$ cat src/rtl/simp_mem_unit_if.sv
// simp_mem_unit_if
//   Bundles the CPU request/acknowledge port and the side loader port of the
//   SIMPCOMP main memory. Clock and reset stay outside as plain ports.
//   Signals (master = CPU/loader side, slave = memory side):
//     Req      master->slave  transaction request level
//     Wr       master->slave  1 = write, 0 = read (sampled with Req)
//     MAR      master->slave  transaction address
//     MBR_in   master->slave  write data
//     MBR_out  slave->master  read data, held until next completed read
//     Ack      slave->master  one-cycle completion pulse
//     AddrErr  slave->master  one-cycle pulse with Ack for an out-of-range address
//     Busy     slave->master  transaction in flight
//     LdEn     master->slave  loader write strobe
//     LdAddr   master->slave  loader address
//     LdData   master->slave  loader data
interface simp_mem_unit_if #(
    parameter int unsigned DATA_W = 16,
    parameter int unsigned ADDR_W = 8
);
    logic              Req;
    logic              Wr;
    logic [ADDR_W-1:0] MAR;
    logic [DATA_W-1:0] MBR_in;
    logic [DATA_W-1:0] MBR_out;
    logic              Ack;
    logic              AddrErr;
    logic              Busy;
    logic              LdEn;
    logic [ADDR_W-1:0] LdAddr;
    logic [DATA_W-1:0] LdData;

    modport master (
        output Req, Wr, MAR, MBR_in, LdEn, LdAddr, LdData,
        input  MBR_out, Ack, AddrErr, Busy
    );

    modport slave (
        input  Req, Wr, MAR, MBR_in, LdEn, LdAddr, LdData,
        output MBR_out, Ack, AddrErr, Busy
    );
endinterface

$ cat src/rtl/simp_mem_unit.sv
// simp_mem_unit
//   Word-addressed main memory serving SIMPCOMP MAR/MBR traffic through one
//   request/acknowledge port with WAIT_STATES extra cycles per transaction,
//   plus a loader port for filling memory while the port is idle.
//   Ports:
//     Clk    rising-edge system clock
//     Reset  synchronous active-high; clears control state only, not memory
//     bus    simp_mem_unit_if.slave (Req/Wr/MAR/MBR_in/MBR_out/Ack/AddrErr/
//            Busy/LdEn/LdAddr/LdData)
//   All outputs are registered.
module simp_mem_unit #(
    parameter int unsigned DATA_W      = 16,
    parameter int unsigned ADDR_W      = 8,
    parameter int unsigned DEPTH       = 128,
    parameter int unsigned WAIT_STATES = 2
) (
    input  logic             Clk,
    input  logic             Reset,
    simp_mem_unit_if.slave   bus
);

    localparam int unsigned     IDX_W   = (DEPTH > 1) ? $clog2(DEPTH) : 1;
    localparam logic [ADDR_W:0] DEPTH_L = (ADDR_W+1)'(DEPTH);
    localparam logic [3:0]      LAST    = (WAIT_STATES == 0) ? 4'd0 : 4'(WAIT_STATES - 1);

    typedef enum logic [1:0] {
        S_IDLE,
        S_WAIT,
        S_DONE
    } state_t;

    state_t            state;
    logic [3:0]        cnt;
    logic [ADDR_W-1:0] lat_addr;
    logic              lat_wr;
    logic [DATA_W-1:0] lat_data;
    logic [DATA_W-1:0] mbr_out;
    logic              ack;
    logic              addr_err;
    logic              busy;

    logic [DATA_W-1:0] mem [DEPTH];

    logic              accept;
    logic              finish;
    logic [ADDR_W-1:0] acc_addr;
    logic              acc_wr;
    logic [DATA_W-1:0] acc_data;
    logic              in_range;
    logic              ld_in_range;
    logic [DATA_W-1:0] rd_data;
    logic              mem_we;
    logic [IDX_W-1:0]  mem_waddr;
    logic [DATA_W-1:0] mem_wdata;

    assign bus.MBR_out = mbr_out;
    assign bus.Ack     = ack;
    assign bus.AddrErr = addr_err;
    assign bus.Busy    = busy;

    // With zero wait states the access completes at the accepting edge, so the
    // transaction fields come straight from the port; otherwise from the latch.
    always_comb begin
        accept      = (state == S_IDLE) && bus.Req && !bus.LdEn;
        acc_addr    = (state == S_IDLE) ? bus.MAR    : lat_addr;
        acc_wr      = (state == S_IDLE) ? bus.Wr     : lat_wr;
        acc_data    = (state == S_IDLE) ? bus.MBR_in : lat_data;
        finish      = ((state == S_WAIT) && (cnt == LAST)) ||
                      (accept && (WAIT_STATES == 0));
        in_range    = {1'b0, acc_addr} < DEPTH_L;
        ld_in_range = {1'b0, bus.LdAddr} < DEPTH_L;
        rd_data     = mem[acc_addr[IDX_W-1:0]];

        mem_we    = 1'b0;
        mem_waddr = '0;
        mem_wdata = '0;
        if (!Reset) begin
            if ((state == S_IDLE) && bus.LdEn) begin
                if (ld_in_range) begin
                    mem_we    = 1'b1;
                    mem_waddr = bus.LdAddr[IDX_W-1:0];
                    mem_wdata = bus.LdData;
                end
            end else if (finish && acc_wr && in_range) begin
                mem_we    = 1'b1;
                mem_waddr = acc_addr[IDX_W-1:0];
                mem_wdata = acc_data;
            end
        end
    end

    always_ff @(posedge Clk) begin
        if (mem_we) begin
            mem[mem_waddr] <= mem_wdata;
        end
    end

    always_ff @(posedge Clk) begin
        if (Reset) begin
            state    <= S_IDLE;
            cnt      <= '0;
            mbr_out  <= '0;
            ack      <= 1'b0;
            addr_err <= 1'b0;
            busy     <= 1'b0;
        end else begin
            ack      <= 1'b0;
            addr_err <= 1'b0;

            case (state)
                S_IDLE: begin
                    if (accept) begin
                        lat_addr <= bus.MAR;
                        lat_wr   <= bus.Wr;
                        lat_data <= bus.MBR_in;
                        cnt      <= '0;
                        busy     <= 1'b1;
                        state    <= (WAIT_STATES == 0) ? S_DONE : S_WAIT;
                    end
                end
                S_WAIT: begin
                    cnt <= cnt + 4'd1;
                    if (cnt == LAST) begin
                        state <= S_DONE;
                    end
                end
                S_DONE: begin
                    busy  <= 1'b0;
                    state <= S_IDLE;
                end
                default: begin
                    busy  <= 1'b0;
                    state <= S_IDLE;
                end
            endcase

            // Ack/AddrErr and read data are registered at the edge entering DONE.
            if (finish) begin
                ack      <= 1'b1;
                addr_err <= !in_range;
                if (!acc_wr) begin
                    mbr_out <= in_range ? rd_data : '0;
                end
            end
        end
    end

endmodule
$ cat src/flat_wrapper.sv
// flat-port wrapper written by rule: the top's interface ports become plain ports
module simp_mem_unit_flat 
#(
    parameter int unsigned DATA_W      = 16,
    parameter int unsigned ADDR_W      = 8,
    parameter int unsigned DEPTH       = 128,
    parameter int unsigned WAIT_STATES = 2
)
  (Clk, Reset, bus_Req, bus_Wr, bus_MAR, bus_MBR_in, bus_LdEn, bus_LdAddr, bus_LdData, bus_MBR_out, bus_Ack, bus_AddrErr, bus_Busy);
  simp_mem_unit_if #(.DATA_W(DATA_W), .ADDR_W(ADDR_W)) bus_i ();
  input  logic Clk;
  input  logic Reset;
  input wire logic [$bits(bus_i.Req)-1:0] bus_Req;
  input wire logic [$bits(bus_i.Wr)-1:0] bus_Wr;
  input wire logic [$bits(bus_i.MAR)-1:0] bus_MAR;
  input wire logic [$bits(bus_i.MBR_in)-1:0] bus_MBR_in;
  input wire logic [$bits(bus_i.LdEn)-1:0] bus_LdEn;
  input wire logic [$bits(bus_i.LdAddr)-1:0] bus_LdAddr;
  input wire logic [$bits(bus_i.LdData)-1:0] bus_LdData;
  output wire logic [$bits(bus_i.MBR_out)-1:0] bus_MBR_out;
  output wire logic [$bits(bus_i.Ack)-1:0] bus_Ack;
  output wire logic [$bits(bus_i.AddrErr)-1:0] bus_AddrErr;
  output wire logic [$bits(bus_i.Busy)-1:0] bus_Busy;
  assign bus_i.Req = bus_Req;
  assign bus_i.Wr = bus_Wr;
  assign bus_i.MAR = bus_MAR;
  assign bus_i.MBR_in = bus_MBR_in;
  assign bus_i.LdEn = bus_LdEn;
  assign bus_i.LdAddr = bus_LdAddr;
  assign bus_i.LdData = bus_LdData;
  assign bus_MBR_out = bus_i.MBR_out;
  assign bus_Ack = bus_i.Ack;
  assign bus_AddrErr = bus_i.AddrErr;
  assign bus_Busy = bus_i.Busy;
  simp_mem_unit #(.DATA_W(DATA_W), .ADDR_W(ADDR_W), .DEPTH(DEPTH), .WAIT_STATES(WAIT_STATES)) u_core (.Clk(Clk), .Reset(Reset), .bus(bus_i));
endmodule
$ cat config.mk
export PLATFORM = sky130hd
export DESIGN_NAME = simp_mem_unit_flat
export DESIGN_NICKNAME = d
export VERILOG_FILES = /design/src/rtl/simp_mem_unit_if.sv /design/src/rtl/simp_mem_unit.sv /design/src/flat_wrapper.sv
export SDC_FILE = /design/constraint.sdc
export NUM_CORES = 2
export LEC_CHECK = 0
export ABC_CLOCK_PERIOD_IN_PS = 21300
export CAP_MARGIN = 20
export CORE_UTILIZATION = 40
export DETAILED_ROUTE_END_ITERATION = 6
export HOLD_SLACK_MARGIN = 0.03
export PLACE_DENSITY_LB_ADDON = 0.1
export SLEW_MARGIN = 20
export SYNTH_ARGS = -nofsm -noshare
export SYNTH_HDL_FRONTEND = slang
export SYNTH_SLANG_ARGS = --single-unit
$ cat constraint.sdc
create_clock -name Clk -period 21.3 [get_ports Clk]
set_input_delay 6.39 -clock Clk [delete_from_list [all_inputs] [get_ports Clk]]
set_output_delay 6.39 -clock Clk [all_outputs]
set_load 0.05 [all_outputs]
==> run metrics <==
Async SR Flop Fraction 0%; synthesized cell area around 83000 sq um; Post-Syn Nets between 5000 and 6000; Clock Power Share about 41%; global route overflow 0; P_int between 6 and 7 mW; CP Cell Sequence clkdlybuf4s50_1, or3b_4, nand2_8, buf_4, buf_4, buf_4, mux2i_1, a32oi_1, o21ai_0, a22o_1, nor4_2, buf_4, a32o_1; crit path DAT around 12 ns; Total Neg Setup Slack 0 ns; Sw Pwr about 2.2 mW; Final ANT Viol Nets 0; total track usage 28.15%; CP delay by family, top buffers and inverters; initial antenna violation count 20; Setup Skew roughly 0.032 ns; Switching Fraction approximately a quarter; first-pass GRT wire length between 400000 and 500000 microns; Crit Reg-Reg Startpoint u_core.state[1]; post-cts resize count 0; setup ws final 9.736 ns; core area 207100 sq um; max-slew violation count 0; EDFF count, synth 2073; Die Area ~210000 sq um; combinational share of power under 10%; clock latency on the worst-skew pair ~0.87 ns; initial core utilization 40.29%; Synth Instances about 5500; WHS between 0.4 and 0.5 ns; IO Pins 72; Root Buffer clkbuf_16; DRT Pass-1 Iters 6; Final min period between 10 and 15 ns; DR vias/cell about 6; peak supply drop a little over 0.00009 V; Worst Tran Pin Value approximately 1.2 ns; Final Util between 40% and 50%; DRC Markers 0; CP bufs+invs 5; RSZ-0062 raised after global routing false; top-area cell type share of the netlist area 74.61%; Syn-to-layout area delta 14.20%; clk sink count between 2000 and 2500; DR iter-0 viols 6589; non-filler instance count after layout between 8000 and 9000; Slowest cell on crit path nor4_2; largest area contributor in the netlist edfxtp_1; sequential element share of the synthesized area between 70% and 80%; CTS tree built; clock-pin slew on the worst setup and hold paths ~0.06 ns; Pwr Density between 90 and 100 nW/um^2; critical path launch point type primary input; PortBufs 71; Worst setup startpoint bus_MAR[0]; post-place setup slack ~9 ns; Rel. slew slack roughly a fifth; vias in the first global route 49922; WL final 298400 microns; row cnt around 170; DIE WIDTH 458.7 microns; HP Class flip-flop to flip-flop; Vias approximately 52000; DP Wirelength 174100 microns; Yosys warnings 0; top cells by area, synth edfxtp_1, nand2_1, mux4_2; clock tree buffer depth 3; placed cell count around 8200; Hold Vio Cnt, Final 0; crit-path max cell delay approximately 0.84 ns; most frequent CP cell buf_4; share of cells above drive strength 1 13.58%; Seq pwr share 50.1%; Setup Buffers After CTS 0; Leakage ~30 nW; H-tree levels 4; average wire per standard cell 34.54 microns; # setup viols final 0; Die Height roughly 460 microns; Worst Setup End Kind flip-flop; Crit Path Category primary input to flip-flop; synthesized area per cell ~15 sq um; ys flop type edfxtp_1; hold path startpoint u_core.bus.Busy; CP Max Fanout 80; maximum number of pins on one net before global-route repair 110; Synth cell types 82; CTS Buf Count ~220; Max Cap Viol 0; Critical Path RT between 20 and 25 ns; Fmax 86.47 MHz; Seq cells post-synth 2098; Nets ~5700; Tcrit/Tclk final roughly 54%; outcome completed; Routability Congestion 0.8473; # hold bufs at CTS 0
worst register-to-register path, cell delays in order, from the launching register on:
cell,delay [ns]
dfxtp_1,0.38
or3b_4,0.69
nand2_8,0.66
buf_4,0.73
buf_4,0.65
buf_4,0.81
mux2i_1,0.17
a32oi_1,0.18
o21ai_0,0.11
a22o_1,0.26
nor4_2,0.84
buf_4,0.24
a32o_1,0.15
per-stage QoR:
step	power [mW]	cell area [sq um]
after floorplan	5.086	83430
after global placement	5.413	88380
after detailed placement	5.418	88440
after CTS	9.070	95250
after global routing	9.264	95250
final	9.029	95280
cells in the final DEF, fill, tap and decap left out, types with 39 or more instances in the layout:
| master | instances |
|---|---|
| edfxtp_1 | 2073 |
| nand2_1 | 1060 |
| nand3_1 | 289 |
| buf_4 | 247 |
| clkbuf_16 | 224 |
| mux2i_1 | 191 |
| nor2_1 | 146 |
| and3_1 | 137 |
| a31oi_1 | 125 |
| a211oi_1 | 118 |
| a21oi_1 | 103 |
| mux4_2 | 101 |
| a32oi_1 | 88 |
| a311oi_1 | 85 |
| o21ai_0 | 84 |
| clkbuf_1 | 74 |
| clkdlybuf4s50_1 | 71 |
| nand4_1 | 47 |
| clkinv_1 | 39 |
cell families (layout without fill, tap and decap cells):
family,after synthesis,count (layout),share of synthesized area (%)
other,0,10,0
AND/OR/NAND/NOR,1848,1848,9.670
XOR/XNOR,2,2,0.02100
flip-flops,2098,2098,75.21
adder cells (fa/ha/maj),2,2,0.02999
multiplexers,316,316,5.369
AO/OA/AOI/OAI,842,842,7.262
buffers and inverters,369,733,2.434
path summary, 6_finish.rpt:
kind	to	slack [ns]	cells past startpoint
hold reg to reg	u_core.bus.Busy	0.47	2
setup / recovery	u_core.bus.MBR_out[1]	9.74	13
hold / removal	u_core.bus.Busy	0.47	2
setup reg to reg	u_core.bus.MBR_out[1]	15.35	12
power groups by stage:
stage | clock (mW) | sequential [mW] | combinational [mW]
floorplan | 0 | 4.62 | 0.461
CTS | 3.74 | 4.53 | 0.805
global route | 3.89 | 4.53 | 0.849
global placement | 0 | 4.61 | 0.798
finish | 3.69 | 4.53 | 0.811
detailed placement | 0 | 4.61 | 0.803
registers in the layout, indices dropped and copies added, names as in the netlist:
signal,cells
u_core.lat_data,16
u_core.bus.Ack,1
u_core.lat_wr,1
u_core.state,2
u_core.mem,2048
u_core.bus.MBR_out,16
u_core.lat_addr,8
u_core.cnt,4
u_core.bus.AddrErr,1
u_core.bus.Busy,1
area by class of cell:
cell class | instances | area [sq um]
clock inverter | 83 | 604.3
fill | 18089 | 111800
multi-input combinational | 3010 | 19470
sequential | 2098 | 62750
inverter | 3 | 11.26
timing repair buffer | 326 | 2725
clock buffer | 321 | 6200
antenna | 10 | 25.02
tap | 2788 | 3488
Yosys cell counts, types with 6 or more instances:
library cell / n
a2111oi_0: 14
a211oi_1: 134
a21oi_1: 104
a221o_1: 8
a221oi_1: 29
a22o_1: 9
a22oi_1: 26
a311oi_1: 87
a31oi_1: 126
a32o_1: 7
a32oi_1: 88
and3_1: 137
buf_1: 21
buf_2: 139
buf_4: 47
buf_6: 35
clkbuf_1: 122
dfxtp_1: 25
edfxtp_1: 2073
mux2_2: 12
mux2i_1: 200
mux4_2: 101
nand2_1: 1060
nand2b_1: 15
nand3_1: 289
nand4_1: 47
nor2_1: 210
nor2b_1: 7
nor3_1: 31
nor4_1: 12
o2111ai_1: 25
o211ai_1: 10
o21ai_0: 88
o21ai_1: 6
o22ai_1: 19
o31ai_1: 13
layer usage:
| metal | vias up | global-route usage, % | share of wire, % |
|---|---|---|---|
| li1 | 21758 | - | - |
| met1 | 27368 | 38.70 | 42 |
| met2 | 2395 | 44.45 | 46 |
| met3 | 524 | 4.359 | 7.4 |
| met4 | 6 | 11.98 | 4.6 |
| met5 | - | 0 | 0.016 |
Note: power is estimated with default switching activity, not from simulation.
